$ cat config.mk
export PLATFORM = sky130hd
export DESIGN_NAME = vga_stream_timing_flat
export DESIGN_NICKNAME = d
export VERILOG_FILES = /design/src/rtl/vga_stream_timing_pkg.sv /design/src/rtl/vga_stream_timing_if.sv /design/src/rtl/vga_stream_timing_counter.sv /design/src/rtl/vga_stream_timing.sv /design/src/flat_wrapper.sv
export SDC_FILE = /design/constraint.sdc
export NUM_CORES = 1
export LEC_CHECK = 0
export CAP_MARGIN = 5
export CORE_ASPECT_RATIO = 1.2
export CORE_UTILIZATION = 50
export CTS_CLUSTER_DIAMETER = 50
export CTS_CLUSTER_SIZE = 28
export DETAILED_ROUTE_END_ITERATION = 10
export MAX_ROUTING_LAYER = met4
export PLACE_DENSITY = 0.79
export SLEW_MARGIN = 40
export SYNTH_ARGS = -nofsm -noshare
export SYNTH_HDL_FRONTEND = slang
export SYNTH_HIERARCHICAL = 1
export SYNTH_SLANG_ARGS = --single-unit
$ cat constraint.sdc
create_clock -name pclk -period 2.9 [get_ports pclk]
set_clock_uncertainty 0.05 [all_clocks]
set_input_delay 0.29 -clock pclk [delete_from_list [all_inputs] [get_ports pclk]]
set_output_delay 0.29 -clock pclk [all_outputs]
set_load 0.03 [all_outputs]
$ cat src/rtl/vga_stream_timing_pkg.sv
// -----------------------------------------------------------------------------
// vga_stream_timing_pkg
// Shared definitions for the VGA stream timing block:
//   - 640x480@60 default timing constants (pixels / lines)
//   - counter width used by the h/v counters
//   - FSM state encoding
//   - RGB565 field positions and the RGB565 -> RGB888 expansion helper
// -----------------------------------------------------------------------------
package vga_stream_timing_pkg;

  // Counter width; covers totals up to 4095 pixels or lines.
  localparam int CNT_W = 12;

  // Pixel widths on the input stream and on the colour output.
  localparam int PIX_W = 16;
  localparam int RGB_W = 24;

  // 640x480@60 timing (25.175 MHz pixel clock).
  localparam int VGA_H_ACTIVE = 640;
  localparam int VGA_H_FP     = 16;
  localparam int VGA_H_SYNC   = 96;
  localparam int VGA_H_BP     = 48;
  localparam int VGA_V_ACTIVE = 480;
  localparam int VGA_V_FP     = 10;
  localparam int VGA_V_SYNC   = 2;
  localparam int VGA_V_BP     = 33;

  // RGB565 field positions inside pix_data.
  localparam int R5_MSB = 15;
  localparam int R5_LSB = 11;
  localparam int G6_MSB = 10;
  localparam int G6_LSB = 5;
  localparam int B5_MSB = 4;
  localparam int B5_LSB = 0;

  // Streaming FSM: SYNC_WAIT idles the pixel path, RUN streams whole frames.
  typedef enum logic [0:0] {
    SYNC_WAIT = 1'b0,
    RUN       = 1'b1
  } vga_state_e;

  // Expand RGB565 to RGB888 by replicating the field MSBs into the new LSBs,
  // so full-scale inputs map to 8'hFF and zero stays zero.
  function automatic logic [RGB_W-1:0] rgb565_expand(input logic [PIX_W-1:0] pix);
    logic [4:0] r5_s;
    logic [5:0] g6_s;
    logic [4:0] b5_s;
    r5_s = pix[R5_MSB:R5_LSB];
    g6_s = pix[G6_MSB:G6_LSB];
    b5_s = pix[B5_MSB:B5_LSB];
    return {r5_s, r5_s[4:2], g6_s, g6_s[5:4], b5_s, b5_s[4:2]};
  endfunction

endpackage

$ cat src/rtl/vga_stream_timing_if.sv
// -----------------------------------------------------------------------------
// vga_stream_timing_if
// Pixel stream from the upstream frame FIFO into the timing block.
//   pix_data  : RGB565 pixel
//   pix_valid : pix_data is valid (driven by the FIFO side)
//   pix_ready : the timing block consumes pix_data this cycle
// Modports: master = FIFO / source side, slave = timing block side.
// -----------------------------------------------------------------------------
interface vga_stream_timing_if;
  import vga_stream_timing_pkg::*;

  logic [PIX_W-1:0] pix_data;
  logic             pix_valid;
  logic             pix_ready;

  modport master (
    output pix_data,
    output pix_valid,
    input  pix_ready
  );

  modport slave (
    input  pix_data,
    input  pix_valid,
    output pix_ready
  );

endinterface

$ cat src/rtl/vga_stream_timing_counter.sv
// -----------------------------------------------------------------------------
// vga_timing_counter
// Horizontal/vertical raster counters with region decode.
//   pclk      : pixel clock
//   rst_n     : active-low reset (already synchronised by the parent)
//   active    : current position is inside the visible area
//   in_hsync  : current pixel lies in the horizontal sync pulse
//   in_vsync  : current line lies in the vertical sync pulse
//   at_origin : counters at (0,0), first pixel of a frame
//   at_end    : counters at (H_TOTAL-1, V_TOTAL-1), last pixel of a frame
// All decode outputs describe the current counter state (combinational).
// -----------------------------------------------------------------------------
module vga_timing_counter
  import vga_stream_timing_pkg::*;
#(
  parameter int H_ACTIVE = VGA_H_ACTIVE,
  parameter int H_FP     = VGA_H_FP,
  parameter int H_SYNC   = VGA_H_SYNC,
  parameter int H_BP     = VGA_H_BP,
  parameter int V_ACTIVE = VGA_V_ACTIVE,
  parameter int V_FP     = VGA_V_FP,
  parameter int V_SYNC   = VGA_V_SYNC,
  parameter int V_BP     = VGA_V_BP
) (
  input  logic pclk,
  input  logic rst_n,
  output logic active,
  output logic in_hsync,
  output logic in_vsync,
  output logic at_origin,
  output logic at_end
);

  localparam int H_TOTAL = H_ACTIVE + H_FP + H_SYNC + H_BP;
  localparam int V_TOTAL = V_ACTIVE + V_FP + V_SYNC + V_BP;

  localparam logic [CNT_W-1:0] H_LAST_C = CNT_W'(H_TOTAL - 1);
  localparam logic [CNT_W-1:0] H_ACT_C  = CNT_W'(H_ACTIVE);
  localparam logic [CNT_W-1:0] HS_BEG_C = CNT_W'(H_ACTIVE + H_FP);
  localparam logic [CNT_W-1:0] HS_END_C = CNT_W'(H_ACTIVE + H_FP + H_SYNC);
  localparam logic [CNT_W-1:0] V_LAST_C = CNT_W'(V_TOTAL - 1);
  localparam logic [CNT_W-1:0] V_ACT_C  = CNT_W'(V_ACTIVE);
  localparam logic [CNT_W-1:0] VS_BEG_C = CNT_W'(V_ACTIVE + V_FP);
  localparam logic [CNT_W-1:0] VS_END_C = CNT_W'(V_ACTIVE + V_FP + V_SYNC);
  localparam logic [CNT_W-1:0] ZERO_C   = {CNT_W{1'b0}};
  localparam logic [CNT_W-1:0] ONE_C    = CNT_W'(1);

  logic [CNT_W-1:0] h_cnt_r;
  logic [CNT_W-1:0] v_cnt_r;

  // Raster counters: h wraps every line, v advances on each h wrap.
  always_ff @(posedge pclk or negedge rst_n) begin
    if (!rst_n) begin
      h_cnt_r <= ZERO_C;
      v_cnt_r <= ZERO_C;
    end else if (h_cnt_r == H_LAST_C) begin
      h_cnt_r <= ZERO_C;
      if (v_cnt_r == V_LAST_C) begin
        v_cnt_r <= ZERO_C;
      end else begin
        v_cnt_r <= v_cnt_r + ONE_C;
      end
    end else begin
      h_cnt_r <= h_cnt_r + ONE_C;
      v_cnt_r <= v_cnt_r;
    end
  end

  assign active    = (h_cnt_r < H_ACT_C) && (v_cnt_r < V_ACT_C);
  assign in_hsync  = (h_cnt_r >= HS_BEG_C) && (h_cnt_r < HS_END_C);
  assign in_vsync  = (v_cnt_r >= VS_BEG_C) && (v_cnt_r < VS_END_C);
  assign at_origin = (h_cnt_r == ZERO_C) && (v_cnt_r == ZERO_C);
  assign at_end    = (h_cnt_r == H_LAST_C) && (v_cnt_r == V_LAST_C);

endmodule

$ cat src/rtl/vga_stream_timing.sv
// -----------------------------------------------------------------------------
// vga_stream_timing
// Converts an RGB565 pixel stream into registered VGA/HDMI timing and RGB888.
//   pclk           : pixel clock, the only clock
//   rst_n          : async-assert active-low reset, release synchronised here
//   enable         : request to stream frames (sampled at frame boundaries)
//   pix            : slave side of the pixel stream (data/valid in, ready out)
//   out_vga_*      : registered colour, blank and sync, one cycle behind the
//                    counter state that produced them
//   frame_start    : one-cycle pulse with the first output pixel of a frame
//   underflow_cnt  : saturating count of active slots with no pixel available
// -----------------------------------------------------------------------------
module vga_stream_timing
  import vga_stream_timing_pkg::*;
#(
  parameter int              H_ACTIVE      = VGA_H_ACTIVE,
  parameter int              H_FP          = VGA_H_FP,
  parameter int              H_SYNC        = VGA_H_SYNC,
  parameter int              H_BP          = VGA_H_BP,
  parameter int              V_ACTIVE      = VGA_V_ACTIVE,
  parameter int              V_FP          = VGA_V_FP,
  parameter int              V_SYNC        = VGA_V_SYNC,
  parameter int              V_BP          = VGA_V_BP,
  parameter bit              SYNC_ACTIVE   = 1'b0,
  parameter logic [RGB_W-1:0] UNDERFLOW_RGB = 24'hFF00FF
) (
  input  logic                 pclk,
  input  logic                 rst_n,
  input  logic                 enable,
  vga_stream_timing_if.slave   pix,
  output logic [7:0]           out_vga_red,
  output logic [7:0]           out_vga_green,
  output logic [7:0]           out_vga_blue,
  output logic                 out_vga_blank,
  output logic                 out_vga_hsync,
  output logic                 out_vga_vsync,
  output logic                 frame_start,
  output logic [15:0]          underflow_cnt
);

  logic [1:0]       rst_sync_r;
  logic             rst_int_n_s;
  logic             active_s;
  logic             in_hsync_s;
  logic             in_vsync_s;
  logic             at_origin_s;
  logic             at_end_s;
  vga_state_e       state_r;
  vga_state_e       state_nxt_s;
  logic             run_s;
  logic             slot_live_s;
  logic [RGB_W-1:0] rgb_r;
  logic             blank_r;
  logic             hsync_r;
  logic             vsync_r;
  logic             frame_start_r;
  logic [15:0]      underflow_r;

  // Reset synchroniser: assertion passes straight through, release takes two pclk.
  always_ff @(posedge pclk or negedge rst_n) begin
    if (!rst_n) begin
      rst_sync_r <= 2'b00;
    end else begin
      rst_sync_r <= {rst_sync_r[0], 1'b1};
    end
  end

  assign rst_int_n_s = rst_sync_r[1];

  vga_timing_counter #(
    .H_ACTIVE (H_ACTIVE),
    .H_FP     (H_FP),
    .H_SYNC   (H_SYNC),
    .H_BP     (H_BP),
    .V_ACTIVE (V_ACTIVE),
    .V_FP     (V_FP),
    .V_SYNC   (V_SYNC),
    .V_BP     (V_BP)
  ) u_counter (
    .pclk      (pclk),
    .rst_n     (rst_int_n_s),
    .active    (active_s),
    .in_hsync  (in_hsync_s),
    .in_vsync  (in_vsync_s),
    .at_origin (at_origin_s),
    .at_end    (at_end_s)
  );

  // FSM state register.
  always_ff @(posedge pclk or negedge rst_int_n_s) begin
    if (!rst_int_n_s) begin
      state_r <= SYNC_WAIT;
    end else begin
      state_r <= state_nxt_s;
    end
  end

  // FSM next state and run qualifier. The SYNC_WAIT->RUN decision taken at
  // (0,0) already applies to the (0,0) slot itself, so the first streamed
  // frame is always complete. Leaving RUN is only possible on the last pixel.
  always_comb begin
    state_nxt_s = state_r;
    run_s       = 1'b0;
    case (state_r)
      SYNC_WAIT: begin
        if (rst_int_n_s && at_origin_s && enable) begin
          state_nxt_s = RUN;
          run_s       = 1'b1;
        end else begin
          state_nxt_s = SYNC_WAIT;
          run_s       = 1'b0;
        end
      end
      RUN: begin
        run_s = 1'b1;
        if (at_end_s && !enable) begin
          state_nxt_s = SYNC_WAIT;
        end else begin
          state_nxt_s = RUN;
        end
      end
      default: begin
        state_nxt_s = SYNC_WAIT;
        run_s       = 1'b0;
      end
    endcase
  end

  // A pixel slot is live when streaming and inside the visible area.
  assign slot_live_s   = run_s & active_s;
  assign pix.pix_ready = slot_live_s;

  // Timing outputs: blank, syncs and frame pulse, one cycle behind the counters.
  always_ff @(posedge pclk or negedge rst_int_n_s) begin
    if (!rst_int_n_s) begin
      blank_r       <= 1'b1;
      hsync_r       <= ~SYNC_ACTIVE;
      vsync_r       <= ~SYNC_ACTIVE;
      frame_start_r <= 1'b0;
    end else begin
      blank_r       <= ~slot_live_s;
      hsync_r       <= in_hsync_s ? SYNC_ACTIVE : ~SYNC_ACTIVE;
      vsync_r       <= in_vsync_s ? SYNC_ACTIVE : ~SYNC_ACTIVE;
      frame_start_r <= run_s & at_origin_s;
    end
  end

  // Colour path: expanded pixel on a transfer, marker colour on a missed slot,
  // black everywhere else. A missed slot is dropped, never stalled.
  always_ff @(posedge pclk or negedge rst_int_n_s) begin
    if (!rst_int_n_s) begin
      rgb_r <= 24'h000000;
    end else if (slot_live_s) begin
      if (pix.pix_valid) begin
        rgb_r <= rgb565_expand(pix.pix_data);
      end else begin
        rgb_r <= UNDERFLOW_RGB;
      end
    end else begin
      rgb_r <= 24'h000000;
    end
  end

  // Saturating count of live slots that found no valid pixel.
  always_ff @(posedge pclk or negedge rst_int_n_s) begin
    if (!rst_int_n_s) begin
      underflow_r <= 16'h0000;
    end else if (slot_live_s && !pix.pix_valid && (underflow_r != 16'hFFFF)) begin
      underflow_r <= underflow_r + 16'h0001;
    end else begin
      underflow_r <= underflow_r;
    end
  end

  assign out_vga_red   = rgb_r[23:16];
  assign out_vga_green = rgb_r[15:8];
  assign out_vga_blue  = rgb_r[7:0];
  assign out_vga_blank = blank_r;
  assign out_vga_hsync = hsync_r;
  assign out_vga_vsync = vsync_r;
  assign frame_start   = frame_start_r;
  assign underflow_cnt = underflow_r;

endmodule

$ cat src/flat_wrapper.sv
// flat-port wrapper written by rule: the top's interface ports become plain ports
module vga_stream_timing_flat import vga_stream_timing_pkg::*;
#(
  parameter int              H_ACTIVE      = VGA_H_ACTIVE,
  parameter int              H_FP          = VGA_H_FP,
  parameter int              H_SYNC        = VGA_H_SYNC,
  parameter int              H_BP          = VGA_H_BP,
  parameter int              V_ACTIVE      = VGA_V_ACTIVE,
  parameter int              V_FP          = VGA_V_FP,
  parameter int              V_SYNC        = VGA_V_SYNC,
  parameter int              V_BP          = VGA_V_BP,
  parameter bit              SYNC_ACTIVE   = 1'b0,
  parameter logic [RGB_W-1:0] UNDERFLOW_RGB = 24'hFF00FF
)
  (pclk, rst_n, enable, out_vga_red, out_vga_green, out_vga_blue, out_vga_blank, out_vga_hsync, out_vga_vsync, frame_start, underflow_cnt, pix_pix_data, pix_pix_valid, pix_pix_ready);
  vga_stream_timing_if pix_i ();
  input  logic pclk;
  input  logic rst_n;
  input  logic enable;
  output logic [7:0] out_vga_red;
  output logic [7:0] out_vga_green;
  output logic [7:0] out_vga_blue;
  output logic out_vga_blank;
  output logic out_vga_hsync;
  output logic out_vga_vsync;
  output logic frame_start;
  output logic [15:0] underflow_cnt;
  input wire logic [$bits(pix_i.pix_data)-1:0] pix_pix_data;
  input wire logic [$bits(pix_i.pix_valid)-1:0] pix_pix_valid;
  output wire logic [$bits(pix_i.pix_ready)-1:0] pix_pix_ready;
  assign pix_i.pix_data = pix_pix_data;
  assign pix_i.pix_valid = pix_pix_valid;
  assign pix_pix_ready = pix_i.pix_ready;
  vga_stream_timing #(.H_ACTIVE(H_ACTIVE), .H_FP(H_FP), .H_SYNC(H_SYNC), .H_BP(H_BP), .V_ACTIVE(V_ACTIVE), .V_FP(V_FP), .V_SYNC(V_SYNC), .V_BP(V_BP), .SYNC_ACTIVE(SYNC_ACTIVE), .UNDERFLOW_RGB(UNDERFLOW_RGB)) u_core (.pclk(pclk), .rst_n(rst_n), .enable(enable), .pix(pix_i), .out_vga_red(out_vga_red), .out_vga_green(out_vga_green), .out_vga_blue(out_vga_blue), .out_vga_blank(out_vga_blank), .out_vga_hsync(out_vga_hsync), .out_vga_vsync(out_vga_vsync), .frame_start(frame_start), .underflow_cnt(underflow_cnt));
endmodule
==> out/qor.txt <==
RSZ-0062 raised after global routing: no
Fin. Hold Viols: 0
Comb power frac: 0.155
DR vias: 2254
Core area: 5630 sq um
Synth warn: 6
First-pass GRT wire length: 10100 microns
Post-CTS Setup Bufs: 0
Final min period: 2660 ps
Diode count: 0
Largest net degree at the start of global routing: 63
Setup TNS: 0 ps
Final cycle utilization of the critical path: 0.917
Most common cell after layout, fill and taps aside: clkdlybuf4s50_1
Sw Pwr: 568 uW
Layout fillers: 428
Vias in the first global route: 2135
DR pass1 iterations: 4
Cts hold-fix bufs: 0
Final HPWL DP: 4140 microns
DRC: 0
Final setup viols: 0
WP buf/inv: 2
Num ports: 65
# H-tree levels: 3
Post-DRT Antenna Nets: 0
Mux share of post-synthesis cell area: 0.00857
Critical path's slowest cell: or4_1
Share of cells above drive strength 1: 0.123
Cell Chain, Critical Path: or4_1 -> nor4_2 -> a31o_2 -> nand2_1 -> inv_1 -> buf_4
Most frequent cells in the layout: 63 x clkdlybuf4s50_1, 59 x dfrtp_1, 20 x inv_1, 20 x xor2_1, 17 x nand3_1
CP Capture Type: output pin
Cells after synthesis: 273
GP Congestion: 0.919
Die Wd: 71.8 microns
Largest family of logic cells by synthesized area: simple AND/OR/NAND/NOR gates
Seq pwr share: 0.477
Total gr overflow: 0
Slowest cell delay on critical path: 580 ps
Status: complete, no violations
Critical Path AT: 2320 ps
Syn avg cell area: 10.7 sq um
P_int: 1460 uW
Critical path data required time: 2560 ps
Post-layout net count: 362
Slew Limit Fails: 0
All-Layer GR Usage: 0.222
Max Fclk: 376 MHz
Max VDD drop: 0.302 mV
Hold WC Path Type: primary input to async pin
Initial antenna violation count: 0
Syn-to-layout area delta: 30.1%
Cell Area, Synth: 2920 sq um
CP Launch Type: flip-flop
Final design utilization: 0.675
Switching part of the total power: 0.280
Sequential fraction of the synthesis area: 0.541
CTS resizes: 0
Worst-path clk slew: 70 ps
Vias/cell: 5.55
Complex-gate fraction of the synthesized area: 0.0476
CTS root buf: clkbuf_8
Crit Path Class: flip-flop to output pin
Worst hold slack: 53.5 ps
Total Wirelength: 5860 microns
Count of cell types in the netlist: 44
Initial Util: 0.518
Synth Register Bits: 63
Die area: 6150 sq um
Largest buffer count on any clock path: 2
Initial DRC Count: 178
Maxcap violations: 0
TritonCTS Buffers: 9
Crit Path Max Fanout: 8
Power density cells: 535 nW/um^2
Std cell rows: 30
CTS sink cnt: 63
CP top delay family: simple AND/OR/NAND/NOR gates
Post-DR wirelength/cell: 14.4 microns
Mapped Nets: 298
Leak: 0.00177 uW
Worst-Skew Late Latency: 350 ps
Simple-gate area share of the yosys netlist: 0.231
Clock Power Share: 0.368
Adder-Cell Fraction of Synth Area: 0.0214
DIE HEIGHT: 85.7 microns
Synth Area in XOR/XNOR: 0.0896
CTS tree: done
Port-buffer cells: 64
## power by group through the flow
| stage | combinational (uW) | sequential [uW] | clock (uW) |
|---|---|---|---|
| after floorplan | 83.4 | 1070 | 0 |
| after global placement | 308 | 984 | 0 |
| after detailed placement | 313 | 986 | 0 |
| after CTS | 314 | 970 | 766 |
| after global routing | 336 | 977 | 808 |
| final | 315 | 969 | 747 |
## cell type report
type / count / area, sq um / area share
Multi-Input combinational cell: 174 / 1180 / 0.310
Clock inverter: 7 / 72.6 / 0.0191
Inverter: 20 / 75.1 / 0.0198
Tap cell: 64 / 80.1 / 0.0211
Clock buffer: 9 / 124 / 0.0326
Timing Repair Buffer: 69 / 688 / 0.181
Sequential cell: 63 / 1580 / 0.416
## sequential cells by signal, summed over array words and instances, names as in the netlist, 2 cells and up
name,count
u_core/rgb_r,16
u_core/rst_sync_r,2
u_core/u_counter/h_cnt_r,12
u_core/u_counter/v_cnt_r,12
u_core/underflow_cnt,16
## worst paths after layout
check / start / to / slack, ps / depth (start not counted)
worst min-delay path: rst_n / u_core/rst_sync_r[0] / 50 / 1
worst min register to register: u_core/rst_sync_r[1] / u_core/underflow_cnt[1] / 190 / 1
max in group asynchronous: u_core/rst_sync_r[1] / u_core/out_vga_hsync / 2050 / 2
min in group pclk: u_core/rst_sync_r[0] / u_core/rst_sync_r[1] / 300 / 0
worst max register to register: u_core/u_counter/v_cnt_r[2] / u_core/underflow_cnt[13] / 330 / 6
worst max-delay path: u_core/u_counter/v_cnt_r[2] / pix_pix_ready / 240 / 6
## kinds of logic (layout without fill, tap and decap cells)
| group | Yosys count | count (layout) |
|---|---|---|
| simple gates | 111 | 111 |
| mux | 2 | 2 |
| fa+ha+maj | 5 | 5 |
| other cells | 1 | 1 |
| flops | 63 | 63 |
| xor+xnor | 29 | 29 |
| buf+inv | 36 | 105 |
| compound gates | 26 | 26 |
## worst reg2reg max path, cell delays in order, from the launching register on
cell	delay (ps)
dfrtp_1	460
or4_1	580
nor4_2	260
a31o_2	230
nand2_1	260
nor4_1	440
xor2_1	200
## Yosys cell counts, drive strengths merged
library cell | instances | share of area
nor2b | 2 | 0.0043
nor3 | 13 | 0.022
o21ai | 8 | 0.014
nand3 | 17 | 0.029
xnor2 | 9 | 0.030
or3 | 1 | 0.0021
nor4 | 8 | 0.019
nand3b | 1 | 0.0026
or2 | 1 | 0.0021
nand4 | 14 | 0.034
and2 | 1 | 0.0026
a31o | 1 | 0.0030
conb | 1 | 0.0013
clkbuf | 6 | 0.0077
ha | 5 | 0.021
a21oi | 14 | 0.024
a31oi | 2 | 0.0043
dfrtp | 60 | 0.51
inv | 20 | 0.026
nor4b | 3 | 0.014
buf | 10 | 0.026
dfstp | 3 | 0.027
nor4bb | 1 | 0.0034
nor2 | 12 | 0.016
nand4b | 1 | 0.0030
nor3b | 1 | 0.0026
nand2b | 1 | 0.0021
nand2 | 15 | 0.019
mux2i | 1 | 0.0034
a21boi | 1 | 0.0026
xor2 | 20 | 0.060
or4 | 4 | 0.014
and4 | 5 | 0.015
mux2 | 1 | 0.0051
and3 | 10 | 0.021
## metrics by stage
step	setup WS, ps	std cells	cell area, sq um	power, uW
after floorplan	20.9	273	2920	1160
after detailed placement	238	389	3570	1300
after global routing	87.1	406	3800	2120
after global placement	389	389	3570	1290
final	240	406	3800	2030
after CTS	45.8	405	3770	2050
## metal layers
layer	wire, microns	track usage	part of all wire
met1	2520	0.275	0.43
met2	2880	0.334	0.49
met3	365	0.0670	0.062
met4	93	0.102	0.016
met5	0	-	0
Note: power is estimated with default switching activity, not from simulation.
